<file path="src/rtl/axis_beam_combiner.sv">
// axis_beam_combiner: joins CHANNELS weighted complex AXI streams and sums
// them sample-by-sample with saturation into one paired real/imag beam.
// Every input beat is taken atomically across all 2*CHANNELS streams.
// The two output streams then drain independently of each other.
module axis_beam_combiner #(
  parameter int CHANNELS     = 2,
  parameter int SDATA_WIDTH  = 128,
  parameter int SAMPLE_WIDTH = 16,
  parameter int SAMPLES      = SDATA_WIDTH / SAMPLE_WIDTH,
  parameter int MDATA_WIDTH  = SAMPLES * SAMPLE_WIDTH
) (
  input  logic                            clock,
  input  logic                            reset,
  input  logic [CHANNELS-1:0]             s_axis_real_tvalid,
  output logic [CHANNELS-1:0]             s_axis_real_tready,
  input  logic [CHANNELS*SDATA_WIDTH-1:0] s_axis_real_tdata,
  input  logic [CHANNELS-1:0]             s_axis_real_tlast,
  input  logic [CHANNELS-1:0]             s_axis_imag_tvalid,
  output logic [CHANNELS-1:0]             s_axis_imag_tready,
  input  logic [CHANNELS*SDATA_WIDTH-1:0] s_axis_imag_tdata,
  input  logic [CHANNELS-1:0]             s_axis_imag_tlast,
  output logic [MDATA_WIDTH-1:0]          m_axis_real_s2mm_tdata,
  output logic                            m_axis_real_s2mm_tvalid,
  input  logic                            m_axis_real_s2mm_tready,
  output logic                            m_axis_real_s2mm_tlast,
  output logic [MDATA_WIDTH-1:0]          m_axis_imag_s2mm_tdata,
  output logic                            m_axis_imag_s2mm_tvalid,
  input  logic                            m_axis_imag_s2mm_tready,
  output logic                            m_axis_imag_s2mm_tlast,
  input  logic                            err_clear,
  output logic                            tlast_error,
  output logic                            sat_pulse
);

  // Two guard bits hold the sum of up to four full-scale samples exactly.
  localparam int SUM_W = SAMPLE_WIDTH + 2;

  // A sum fits the output width only when its top three bits all agree.
  function automatic logic is_clamped(input logic signed [SUM_W-1:0] sum);
    logic [2:0] top;
    top = sum[SUM_W-1:SAMPLE_WIDTH-1];
    return !((&top) || !(|top));
  endfunction

  function automatic logic signed [SAMPLE_WIDTH-1:0] saturate(input logic signed [SUM_W-1:0] sum);
    if (!is_clamped(sum))
      return sum[SAMPLE_WIDTH-1:0];
    else if (sum[SUM_W-1])
      return {1'b1, {(SAMPLE_WIDTH-1){1'b0}}};
    else
      return {1'b0, {(SAMPLE_WIDTH-1){1'b1}}};
  endfunction

  logic                    real_vld_p1, imag_vld_p1;
  logic [MDATA_WIDTH-1:0]  real_data_p1, imag_data_p1;
  logic                    last_p1;
  logic                    sat_p1;
  logic                    err_p1;

  logic                    all_valid, can_load, accept, last_mismatch;
  logic [2*CHANNELS-1:0]   last_bits;
  logic [MDATA_WIDTH-1:0]  real_sat, imag_sat;
  logic                    any_clamp;
  logic signed [SUM_W-1:0] real_acc, imag_acc;

  assign all_valid     = (&s_axis_real_tvalid) && (&s_axis_imag_tvalid);
  assign can_load      = (!real_vld_p1 || m_axis_real_s2mm_tready) &&
                         (!imag_vld_p1 || m_axis_imag_s2mm_tready);
  assign accept        = all_valid && can_load;
  assign last_bits     = {s_axis_real_tlast, s_axis_imag_tlast};
  assign last_mismatch = !((&last_bits) || !(|last_bits));

  // Ready depends on valid (never the reverse) so a beat is taken on all streams at once.
  assign s_axis_real_tready = {CHANNELS{accept && !reset}};
  assign s_axis_imag_tready = {CHANNELS{accept && !reset}};

  // Saturating per-sample sum across channels for both parts of the beat.
  always_comb begin
    real_sat  = '0;
    imag_sat  = '0;
    any_clamp = 1'b0;
    real_acc  = '0;
    imag_acc  = '0;
    for (int s = 0; s < SAMPLES; s++) begin
      real_acc = '0;
      imag_acc = '0;
      for (int c = 0; c < CHANNELS; c++) begin
        real_acc = real_acc + SUM_W'($signed(s_axis_real_tdata[c*SDATA_WIDTH + s*SAMPLE_WIDTH +: SAMPLE_WIDTH]));
        imag_acc = imag_acc + SUM_W'($signed(s_axis_imag_tdata[c*SDATA_WIDTH + s*SAMPLE_WIDTH +: SAMPLE_WIDTH]));
      end
      real_sat[s*SAMPLE_WIDTH +: SAMPLE_WIDTH] = saturate(real_acc);
      imag_sat[s*SAMPLE_WIDTH +: SAMPLE_WIDTH] = saturate(imag_acc);
      any_clamp = any_clamp | is_clamped(real_acc) | is_clamped(imag_acc);
    end
  end

  // Output stage: load both streams on accept, drop each valid on its own handshake.
  always_ff @(posedge clock) begin
    if (reset) begin
      real_vld_p1  <= 1'b0;
      imag_vld_p1  <= 1'b0;
      real_data_p1 <= '0;
      imag_data_p1 <= '0;
      last_p1      <= 1'b0;
      sat_p1       <= 1'b0;
      err_p1       <= 1'b0;
    end else begin
      sat_p1 <= accept && any_clamp;
      if (accept) begin
        real_data_p1 <= real_sat;
        imag_data_p1 <= imag_sat;
        last_p1      <= s_axis_real_tlast[0];
        real_vld_p1  <= 1'b1;
        imag_vld_p1  <= 1'b1;
      end else begin
        if (real_vld_p1 && m_axis_real_s2mm_tready) real_vld_p1 <= 1'b0;
        if (imag_vld_p1 && m_axis_imag_s2mm_tready) imag_vld_p1 <= 1'b0;
      end
      // A fresh mismatch outranks a simultaneous clear.
      if (accept && last_mismatch) err_p1 <= 1'b1;
      else if (err_clear)          err_p1 <= 1'b0;
    end
  end

  assign m_axis_real_s2mm_tdata  = real_data_p1;
  assign m_axis_real_s2mm_tvalid = real_vld_p1;
  assign m_axis_real_s2mm_tlast  = last_p1;
  assign m_axis_imag_s2mm_tdata  = imag_data_p1;
  assign m_axis_imag_s2mm_tvalid = imag_vld_p1;
  assign m_axis_imag_s2mm_tlast  = last_p1;
  assign tlast_error             = err_p1;
  assign sat_pulse               = sat_p1;

endmodule

</file>
<file path="config.mk">
export PLATFORM = sky130hd
export DESIGN_NAME = axis_beam_combiner
export DESIGN_NICKNAME = d
export VERILOG_FILES = /design/src/rtl/axis_beam_combiner.sv
export SDC_FILE = /design/constraint.sdc
export NUM_CORES = 1
export LEC_CHECK = 0
export CAP_MARGIN = 0
export CELL_PAD_IN_SITES_DETAIL_PLACEMENT = 0
export CELL_PAD_IN_SITES_GLOBAL_PLACEMENT = 1
export CORE_AREA = 2 2 306 308
export CTS_BUF_LIST = sky130_fd_sc_hd__clkbuf_8
export DETAILED_ROUTE_END_ITERATION = 10
export DIE_AREA = 0 0 308 310
export GPL_ROUTABILITY_DRIVEN = 0
export PLACE_DENSITY = 0.67
export SYNTH_ARGS = -nofsm -noshare
export SYNTH_HDL_FRONTEND = slang
export SYNTH_SLANG_ARGS = --single-unit
</file>
<file path="constraint.sdc">
create_clock -name clock -period 3.05 [get_ports clock]
set_clock_uncertainty 0.05 [all_clocks]
set_input_delay 0.4575 -clock clock [delete_from_list [all_inputs] [get_ports clock]]
set_output_delay 0.4575 -clock clock [all_outputs]
set_load 0.01 [all_outputs]
</file>
==> flow_metrics.tcl <==
set metrics [dict create \
    timing.reg2reg.setup_slack_ns 0.71 \
    critical_path.max_stage_delay_ns 0.41 \
    total_power_density_per_cell_area_nw_per_um2 367.4 \
    clock_tree.htree_level_count 2 \
    post_dp_cell_area_um2 36120 \
    place_inst 5321 \
    clock_tree.root_cell "clkbuf_8" \
    avgSynthCellArea_um2 7.834 \
    cts_tree "done" \
    drt-vias-per-instance 4.821 \
    postSynthNetCount 3737 \
    number_of_placed_i_o_pins 791 \
    cts-buffers-inserted 55 \
    min-delay-path-class "input port to register" \
    timing.critical_path.mode_cell "buf_4" \
    yosysUniqueCellTypes 92 \
    drcViolationCount 0 \
    critical_path.startpoint "s_axis_imag_tdata[48]" \
    multiInputGateArea_um2 17630 \
    final_layout_size_suffix_gt1_share_pct 19.67 \
    max_cap_viol 0 \
    layout_overhead_on_the_synthesized_area_pct 65.73 \
    place.detailed.hpwl_um 83030 \
    synth_edf_count 0 \
    grt_util_met3_pct 4.945 \
    final_nets 4997 \
    clock_latency_ns 0.65 \
    total_global_routing_overflow 0 \
    synth_seq_cells 261 \
    worstMarginPinSlew_ns 1.253 \
    max_clock_freq_mhz 330.7 \
    design.die.area_um2 95480 \
    yosys_warnings 0 \
    final_cell_area_um2 38170 \
    first_global_vias 25570 \
    netlist_area_before_placement_um2 23030 \
    floorplan.rows 112 \
    grt_setup_unrepaired "true" \
    initial_utilization_pct 24.90 \
    drv_slew 0 \
    p_total_mw 14.02 \
    p_leak_nw 15.57 \
    worst_path_max_delay_cell "clkdlybuf4s50_1" \
    grtUsageMet1_pct 23.31 \
    clockBufferDepth 3 \
    ys.flop_type "dfxtp_1" \
    filler_cell_count 9389 \
    groute.layer.met2.usage_pct 35.43 \
    capture_point_of_the_worst_reg_to_reg_path "m_axis_real_s2mm_tdata[105]" \
    clock-sinks 261 \
    fin_setup_tns_ns 0 \
    arrival_time_worst_endpoint_ns 3.48 \
    critical_path_required_ns 3.51 \
    die_y_um 310 \
    route.antenna.remaining_nets 0 \
    reg2regPathDepth 6 \
    crit_fanout 3 \
    timing.final.hold_violations 0 \
    slew_headroom_pct 16.47 \
    worst_setup_path_endpoint "sat_pulse" \
    grt_max_degree 182 \
    layoutNonFillerInstCount 5441 \
    worst_setup_sp_type "input port" \
    grt.total_usage_pct 20.16 \
    worstPathCellList "clkdlybuf4s50_1 > ha_2 > buf_4 > a211o_4 > a211oi_4 > buf_4 > o211ai_1 > nand2_1 > o21ai_2 > mux2i_4 > a2111oi_4 > nand4_1 > nor4_2 > a21boi_1" \
    port_buffers 790 \
    netlist_instances 2940 \
    core_region_area_um2 92490 \
    initial_antenna_violation_count 15 \
    setup_viol 0 \
    grt_pass1_wl_um 149100 \
    final_min_period_over_clock_period_pct 99.13 \
    dieWidth_um 308 \
    setup.worst_path.end_class "register" \
    dr_total_vias 26231 \
    total_detailed_routing_wirelength_um 102400 \
    cts.clk_slew.worst_paths_ns 0.06 \
    drt_pre_antenna_iters 7 \
    area_used_by_sequential_logic_in_the_layout_um2 5225 \
    gr-max-usage-layer "met2" \
    wl_per_cell_um 18.82 \
    r2r_start "m_axis_imag_s2mm_tvalid" \
    status "completed" \
    ir_drop_uv 178.6 \
    layout_min_cycle_time_ns 3.024 \
    synth_seq_area_share_pct 22.69 \
    crit_path_category "input port to register" \
    detailedRoute.firstIterationViolations 1194 \
    synthArstFlopShare_pct 0 \
]
[what timing repair did]
item | 4_1_cts | 5_1_grt
setup buffers | 4 | 14
setup endpoints to repair | 30 | 87
pin swaps | 17 | 77
endpoints found under the hold margin | 1 | 0
gates cloned | 0 | 1
hold buffers | 1 | 0
resized for setup | 43 | 153
[stage by stage]
stage	worst slack, ns	utilization (%)	hold WS [ns]
after floorplan	-0.03268	-	0.4261
after global placement	-1.297	39.05	0.3948
after CTS	-0.1479	40.37	0.3346
after global routing	-0.07863	41.26	0.3289
final	0.02648	41.27	0.3375
after detailed placement	-1.357	39.05	0.3997
[registers in the layout (all words and copies together) (netlist names)]
register and flops:
m_axis_imag_s2mm_tdata 128, m_axis_imag_s2mm_tlast 1, m_axis_imag_s2mm_tvalid 1, m_axis_real_s2mm_tdata 128
m_axis_real_s2mm_tvalid 1, sat_pulse 1, tlast_error 1
[routing by layer]
layer	up-vias	wire length, µm
met5	-	39
met4	6	4276
met3	179	6542
met2	652	49680
met1	12055	41850
li1	13339	-
[power breakdown]
group | total (mW) | switching, mW | leakage, nW | internal (mW)
logic | 6.68 | 3.26 | 12.9 | 3.43
registers | 3.61 | 0.0734 | 2.12 | 3.54
clock network | 3.73 | 1.75 | 0.583 | 1.98
total | 14.0 | 5.08 | 15.6 | 8.94
[cell usage after synthesis (all sizes together), types with 14 or more instances]
| library cell | count | share of area, % |
|---|---|---|
| ha | 256 | 14 |
| or3 | 17 | 0.46 |
| o211ai | 16 | 0.56 |
| nand3 | 40 | 0.87 |
| nor3 | 40 | 0.87 |
| maj3 | 83 | 3.7 |
| dfxtp | 261 | 23 |
| nor2b | 30 | 0.81 |
| nor2 | 402 | 6.6 |
| a31oi | 22 | 0.68 |
| nand2 | 97 | 1.6 |
| clkbuf | 120 | 2.0 |
| xor2 | 65 | 2.5 |
| xnor2 | 137 | 5.3 |
| nand2b | 36 | 0.98 |
| o21bai | 27 | 0.90 |
| a211o | 14 | 0.53 |
| and3 | 20 | 0.54 |
| a21oi | 316 | 6.9 |
| o21a | 51 | 1.7 |
| o21ai | 265 | 5.8 |
| a211oi | 258 | 8.4 |
| fa | 16 | 1.4 |
| inv | 106 | 1.7 |
| o31a | 16 | 0.61 |
| buf | 26 | 0.90 |
| a21o | 61 | 2.0 |
[cells by family (layout without fill, tap and decap cells)]
family,count (synthesis),after routing,synth area share (%)
simple gates,726,726,13.96
flops,261,261,22.69
compound gates,1138,1138,31.68
mux,6,6,0.2879
fa+ha+maj,355,355,18.98
buf+inv,252,1541,4.628
other cells,0,14,0
xor+xnor,202,203,7.779
[worst min-delay path by stage]
stage                                startpoint                          end  slack, ns  cells past startpoint
CTS                                   err_clear                  tlast_error       0.33                      4
global route              s_axis_imag_tdata[16]   m_axis_imag_s2mm_tdata[16]       0.33                      4
detailed placement  m_axis_imag_s2mm_tdata[111]  m_axis_imag_s2mm_tdata[111]       0.40                      2
floorplan           m_axis_real_s2mm_tdata[109]  m_axis_real_s2mm_tdata[109]       0.43                      2
finish                    s_axis_imag_tdata[16]   m_axis_imag_s2mm_tdata[16]       0.34                      4
global placement    m_axis_imag_s2mm_tdata[111]  m_axis_imag_s2mm_tdata[111]       0.39                      2
[layout by cell type (no fill, tap or decap), types with 14 or more instances in the layout]
cell,n
clkdlybuf4s50_1,759
clkbuf_8,65
dfxtp_1,261
maj3_2,26
maj3_1,57
a211oi_1,227
or3_1,15
xnor2_1,128
a21oi_1,307
nand2_1,95
dlymetal6s2s_1,22
inv_1,117
a31oi_1,14
nand3_1,39
nor2_1,401
xor2_1,59
ha_1,236
buf_12,16
buf_4,537
o211ai_1,14
o21ai_0,246
o21a_1,51
a211oi_2,30
nor3_1,38
a21o_1,59
diode_2,14
nand2b_1,36
o31a_1,15
and3_1,16
o21bai_1,25
nor2b_1,22
[area by class of cell]
cell class                 count  share of cell area (%)
multi-input combinational   2428                   46.19
timing repair buffer        1348                   32.39
sequential                   261                   13.69
tap                         1197                   3.924
clock buffer                  65                   2.344
inverter                     106                   1.042
clock inverter                22                  0.3278
antenna                       14                 0.09178
[worst max-delay path: cells and delay by family]
family	cells	cell delay [ns]
buffers and inverters	3	0.69
adder cells (fa/ha/maj)	1	0.21
AO/OA/AOI/OAI	6	1.27
multiplexers	1	0.22
AND/OR/NAND/NOR	3	0.61
Note: power is estimated with default switching activity, not from simulation.
